<file path="src/rtl/mux4to1_arbiter_pkg.sv">
// mux4to1_arbiter_pkg: shared state encodings, requester count and one-hot helper
package mux4to1_arbiter_pkg;
  localparam int ARB_N = 4;
  typedef enum logic {ARB_IDLE, ARB_GRANT} arb_state_t;
  function automatic logic [ARB_N-1:0] oh(input logic [1:0] i);
    return 4'b0001 << i;
  endfunction
endpackage

</file>
<file path="src/rtl/mux4to1_arbiter_rr_pick.sv">
// mux4to1_arbiter_rr_pick: combinational round-robin search from start, skipping excluded requesters
module mux4to1_arbiter_rr_pick
  import mux4to1_arbiter_pkg::*;
(
  input  logic [ARB_N-1:0] req,
  input  logic [1:0]       start,
  input  logic [ARB_N-1:0] excl,
  output logic             found,
  output logic [1:0]       idx
);
  logic [ARB_N-1:0] m;
  assign m = req & ~excl;
  always_comb begin
    found = 1'b0;
    idx = start;
    for (int i = ARB_N - 1; i >= 0; i--) begin
      if (m[start + 2'(i)]) begin
        found = 1'b1;
        idx = start + 2'(i);
      end
    end
  end
endmodule

</file>
<file path="src/rtl/mux4to1_arbiter.sv">
// mux4to1_arbiter: round-robin one-hot select driver for mux4to1 with bounded hold time
module mux4to1_arbiter
  import mux4to1_arbiter_pkg::*;
#(
  parameter int MAX_HOLD = 16
) (
  input  logic       clk,
  input  logic       rst,
  input  logic [3:0] req,
  input  logic [3:0] done,
  output logic       sel0,
  output logic       sel1,
  output logic       sel2,
  output logic       sel3,
  output logic       busy,
  output logic [1:0] owner,
  output logic       expire
);
  localparam int HW = $clog2(MAX_HOLD);
  arb_state_t state, state_n;
  logic [1:0] last, last_n, owner_n, idx;
  logic [HW-1:0] hold_cnt, hold_n;
  logic [3:0] sel, sel_n;
  logic found, at_lim, rel, grant, expire_n;
  mux4to1_arbiter_rr_pick u_pick (
    .req   (req),
    .start (last + 2'd1),
    .excl  (state == ARB_GRANT ? oh(owner) : 4'b0000),
    .found (found),
    .idx   (idx)
  );
  always_comb begin
    at_lim = hold_cnt == HW'(MAX_HOLD - 1);
    rel = state == ARB_IDLE || done[owner] || !req[owner] || (at_lim && found);
    grant = rel && found;
    state_n = grant ? ARB_GRANT : rel ? ARB_IDLE : state;
    owner_n = grant ? idx : owner;
    last_n = grant ? idx : last;
    hold_n = grant ? '0 : (rel || at_lim) ? hold_cnt : hold_cnt + 1'b1;
    sel_n = grant ? oh(idx) : rel ? 4'b0000 : sel;
    expire_n = state == ARB_GRANT && at_lim && found && req[owner] && !done[owner];
  end
  always_ff @(posedge clk) begin
    if (!rst) begin
      state <= ARB_IDLE;
      last <= 2'd3;
      owner <= 2'd0;
      hold_cnt <= '0;
      sel <= 4'b0000;
      busy <= 1'b0;
      expire <= 1'b0;
    end else begin
      state <= state_n;
      last <= last_n;
      owner <= owner_n;
      hold_cnt <= hold_n;
      sel <= sel_n;
      busy <= state_n == ARB_GRANT;
      expire <= expire_n;
    end
  end
  assign {sel3, sel2, sel1, sel0} = sel;
endmodule
</file>
<file path="config.mk">
export PLATFORM = sky130hd
export DESIGN_NAME = mux4to1_arbiter
export DESIGN_NICKNAME = d
export VERILOG_FILES = /design/src/rtl/mux4to1_arbiter_pkg.sv /design/src/rtl/mux4to1_arbiter_rr_pick.sv /design/src/rtl/mux4to1_arbiter.sv
export SDC_FILE = /design/constraint.sdc
export NUM_CORES = 1
export LEC_CHECK = 0
export CORE_MARGIN = 2
export CORE_UTILIZATION = 53
export DETAILED_ROUTE_END_ITERATION = 8
export PLACE_DENSITY = 0.82
export SETUP_SLACK_MARGIN = 0.1
export SLEW_MARGIN = 0
export SYNTH_ARGS = -nofsm -noshare
export SYNTH_HDL_FRONTEND = slang
export SYNTH_SLANG_ARGS = --single-unit
</file>
<file path="constraint.sdc">
create_clock -name clk -period 4.46 [get_ports clk]
set_input_delay 0.892 -clock clk [delete_from_list [all_inputs] [get_ports clk]]
set_output_delay 0.892 -clock clk [all_outputs]
set_load 0.01 [all_outputs]
</file>
== Word-level counts from Yosys, hierarchy flattened ==
Index checks and enable logic that the tools add are counted.

* Register bits: 14
* Input bits: 10
* Output and inout port bits: 8
* Logic and storage cells: 62

* $add $sub $neg: 5
* Magnitude comparators: 5
* Equal/unequal tests: 1
* Shift operators: 2
* Muxes and demuxes: 25
* Bitwise gates (word level): 4
* Reduce and logical (&&, ||, !) cells: 14

{| class="wikitable"
|+ Operators with widths
! kind !! count
|-
| $lt A2 B3 Y1 const B || 5
|-
| $bmux W1 S2 || 6
|-
| $mux W1 || 12
|-
| $mux W4 || 3
|-
| $mux W2 || 4
|-
| $shl A1 B2 Y4 const A || 2
|-
| $logic_and A1 B1 Y1 || 6
|-
| $add A2 B1 Y2 const B || 2
|-
| $add A2 B2 Y2 const B || 2
|-
| $add A4 B1 Y4 const B || 1
|-
| $and A4 B4 Y4 || 1
|-
| $eq A4 B4 Y1 const B || 1
|-
| $logic_or A1 B1 Y1 || 4
|-
| $not A4 Y4 || 1
|-
| $logic_not A1 Y1 || 2
|-
| $not A1 Y1 || 2
|-
| $reduce_bool A2 Y1 || 1
|-
| $reduce_or A2 Y1 || 1
|}

== Longest topological paths before layout ==
* Depth in word-level cells: 14
* Mapped depth: 7
* Mapped depth without buffers: 7

== Hierarchy ==
From an unflattened synthesis, not the netlist that was laid out.

* Cells, all modules: 97
* Area, all modules: 874.6 sq um

{| class="wikitable"
|+ By module, submodules not included
! module !! times used !! cells each !! area each (sq um) !! sequential area each (sq um)
|-
| mux4to1_arbiter || 1 || 76 || 738.2 || 280.3
|-
| mux4to1_arbiter_rr_pick || 1 || 21 || 136.4 || 0.0
|}

== Least setup slack after synthesis ==
No wires, ideal clock.

* Path type: input to register
* From: input req[1]
* To: register sel[0]
* Library setup time: 0.117 ns
* Arrival: 2.155 ns
* Data required time: 4.343 ns
* Path slack: 2.188 ns
* Stages on the path: 6
* Path buffers: 0
* Cells stage by stage: inv_1 a221oi_4 nand2_1 mux4_2 a21boi_4 a32o_1

* Longest elaborated chain between the ends: 11
* Elaborated cells between the ends (all ways): 27
* Those cells by class: shift: 1; mux: 19; bitwise: 1; reduce/logical: 6

{| class="wikitable"
|+ Ends and longest elaborated chain
! item !! RTL line !! RTL
|-
| from (decl) || mux4to1_arbiter.sv:9 || <nowiki>input logic [3:0] req,</nowiki>
|-
| $and A4 B4 Y4 || mux4to1_arbiter_rr_pick.sv:12 || <nowiki>assign m = req & ~excl;</nowiki>
|-
| $bmux W1 S2 || mux4to1_arbiter_rr_pick.sv:17 || <nowiki>if (m[start + 2'(i)]) begin</nowiki>
|-
| $mux W1 (implied by the code) || mux4to1_arbiter_rr_pick.sv:17 ||
|-
| $mux W1 (4 in series) || mux4to1_arbiter_rr_pick.sv:17 ||
|-
| $logic_and A1 B1 Y1 || mux4to1_arbiter.sv:34 || <nowiki>rel = state == ARB_IDLE || done[owner] || !req[owner] || (at_lim && found);</nowiki>
|-
| $logic_or A1 B1 Y1 || mux4to1_arbiter.sv:34 ||
|-
| $logic_and A1 B1 Y1 || mux4to1_arbiter.sv:35 || <nowiki>grant = rel && found;</nowiki>
|-
| $mux W4 / $reduce_bool A2 Y1 (equally long branches) || n/a ||
|-
| to (signal assigned) || mux4to1_arbiter.sv:57 || <nowiki>sel <= sel_n;</nowiki>
|-
| to (decl) || mux4to1_arbiter.sv:23 || <nowiki>logic [3:0] sel, sel_n;</nowiki>
|}

Parallel ways exist; a longest one is shown, timed or not. The select of a mux whose other input is x is not followed.
A chain may end at the register's enable or synchronous reset.

== Final worst setup path ==
* From: input req[0]
* To: register sel[3]

Same word-level chain as after synthesis.

==> impl_metrics.ini <==
[timing]
finClkSkew_ps = 2.45
slew_viol_final = 0
relSlewSlack_pct = 63.1
worst_slack_ps = 1800
holdWs_ps = 462
tightest_slew_ps = 552
finalCritPeriodShare_pct = 59.7
tns_ps = 0
fmax_mhz = 376
finalCriticalPeriod_ps = 2660
setup_viol = 0
hold_viol = 0
rsz0062_at_grt = false

[clocking]
cts_hold_buf = 0
cts_buffers = 3
path_clk_slew_ps = 80
ctsRootBufferMaster = clkbuf_4
cts_tree = yes
clock_latency_ps = 270
cts_buffer_depth = 2
cts_sinks = 14
h-tree-depth = 1
cts_resized = 0
post_cts_buffers = 0

[global_route]
grt_pass1_vias = 814
grt_max_degree = 15
grt_remaining_overflow = 0
antenna_found_initial = 0
grt_pass1_wl_um = 3420
gr-usage-all-layers_pct = 22.9

[detailed_routing]
m1WireLength_um = 900
ant_nets = 0
top_layer = met4
drt-total-wl_um = 1940
viasPerCell = 6.24
wl_met3_um = 114
vias = 861
wl_met2_um = 903
route.detailed.drc = 0
drt_iter0_drc = 27
drt-pass1-iter-count = 4
route.detailed.wl_per_inst_um = 14.1

[floorplanning]
initial_core_util_pct = 57.8
io_pins = 18
die_y_um = 44.8
dieArea_sq_mm = 0.00200
rows = 14
core_sq_mm = 0.00152
die_w_um = 44.8

[worst_setup_path]
cp.required_ps = 4650
timing.rr.end = sel[0]
r2r_setup_slack_ps = 2140
cp_data_arrival_time_ps = 2850
start_kind = input port
r2r_cells = 6
worstPathMaxFanout = 7
cp-endpoint = sel[3]
crit_start = req[0]
endpoint_kind = flip-flop
r2r_start = last[0]
crit_type = input port to flip-flop

[layout]
fin_area_sq_mm = 0.00109
diodes = 0
layout.nets = 134
layout-drive-gt1-share_pct = 9.02
syn_to_final_growth_pct = 23.6
final_cells = 138
nFillCells = 133

[place]
place_area_sq_mm = 0.00105
port_buffers = 17
hpwl_um = 1440
gp_congestion = 0.799
dp_cells = 134
dp_worst_setup_slack_ps = 1530

[pwr]
p_leak_nw = 0.413
ir_drop_uv = 347
powerDensity_mw_per_mm2 = 580

[synthesis]
synth_area_sq_um = 881
synthCells = 104
synth_top_area_cell = dfxtp_1
async_flop_share_pct = 0
ys_top_cells_by_area = dfxtp_1 (32%), a21oi_1 (5.7%), nand2_1 (4.7%), nor2b_1 (4.3%), a221oi_4 (3.0%)
yosys-top-cells-count = dfxtp_1 (14), nand2_1 (11), a21oi_1 (10)
synth-main-ff-cell = dfxtp_1
ys_types = 38
yosysSeqAreaShare_pct = 31.8
syn_avg_cell_area_sq_um = 8.47
synth_warnings = 0
ys_ff_latch = 14
yosysMostFrequentCell = dfxtp_1
yosysTopAreaCellShare_pct = 31.8
synth_fp_nets = 115
synth_enable_flop_cells = 0

[flow_run]
drv_cap = 0

[outcome]
status = complete, no violations

[worst_hold_path]
hold_depth = 2
hold_path.class = flip-flop to flip-flop
==> metal layers <==
metal  global-route usage [%]  up-vias
met1                     29.1      404
met4                     8.48        0
met5                        0        -
met2                     37.1       28
li1                         -      423
met3                     6.00        6
==> cell families after synthesis <==
group	synth area share (%)
and+or+nand+nor	22.9
AOI/OAI and AO/OA	30.7
DFF	31.8
buffers and inverters	4.26
muxes	6.11
xor gates and xnor gates	2.84
adders and majority gates	1.42
==> sequential cells by signal, summed over array words and instances (netlist names) <==
register / count
sel: 4
owner: 2
last: 2
state: 1
expire: 1
hold_cnt: 4
==> critical path: stages <==
cell and delay (ps):
clkdlybuf4s50_1 470, inv_1 100, o32ai_1 130, a32oi_1 460
nand2_1 250, or2_2 380, o31ai_2 190
==> cells in the final DEF (no fill, tap or decap), types with 2 or more instances in the layout <==
cell | netlist | final
nand2b_1 | 3 | 3
and2_1 | 2 | 2
or3_1 | 2 | 2
or2b_1 | 2 | 2
clkbuf_4 | 0 | 3
inv_1 | 5 | 5
o22ai_1 | 3 | 3
nand3_1 | 4 | 4
a21oi_1 | 10 | 10
nor2b_1 | 6 | 6
dfxtp_1 | 14 | 14
mux2i_1 | 2 | 2
nor3_1 | 3 | 3
o211ai_1 | 2 | 2
a22oi_1 | 2 | 2
nand2_1 | 11 | 11
nor2_1 | 6 | 6
clkdlybuf4s50_1 | 0 | 17
o221ai_1 | 3 | 3
o21ai_0 | 3 | 3
==> metrics by stage <==
step	total power, mW	utilization, %
after detailed placement	0.542	69.0
after global placement	0.536	69.0
after CTS	0.635	71.4
after global routing	0.680	71.4
final	0.632	71.4
after floorplan	0.450	-
==> area by class of cell <==
class	instances	area, sq um	share of cell area (%)
Clock buffer	4	36.3	3.33
Sequential cell	14	280	25.7
Multi-Input combinational cell	82	563	51.7
Inverter	5	18.8	1.72
Tap cell	16	20.0	1.84
Timing Repair Buffer	17	170	15.6
==> worst min-delay path by stage <==
stage / start / slack (ps) / endpoint
after floorplan: hold_cnt[2] / 450 / expire
after global placement: sel[1] / 450 / sel[1]
after global routing: sel[1] / 480 / sel[1]
final: sel[1] / 460 / sel[1]
after CTS: sel[1] / 470 / sel[1]
after detailed placement: sel[1] / 460 / sel[1]
==> power breakdown <==
group	switching, mW	total [mW]	leakage (nW)	internal, mW
Sequential	0.0573	0.215	0.115	0.158
Combinational	0.161	0.328	0.277	0.167
Clock	0.0394	0.0891	0.0210	0.0496
Total	0.258	0.632	0.413	0.374
No activity file was read; power rests on OpenSTA's default activity.
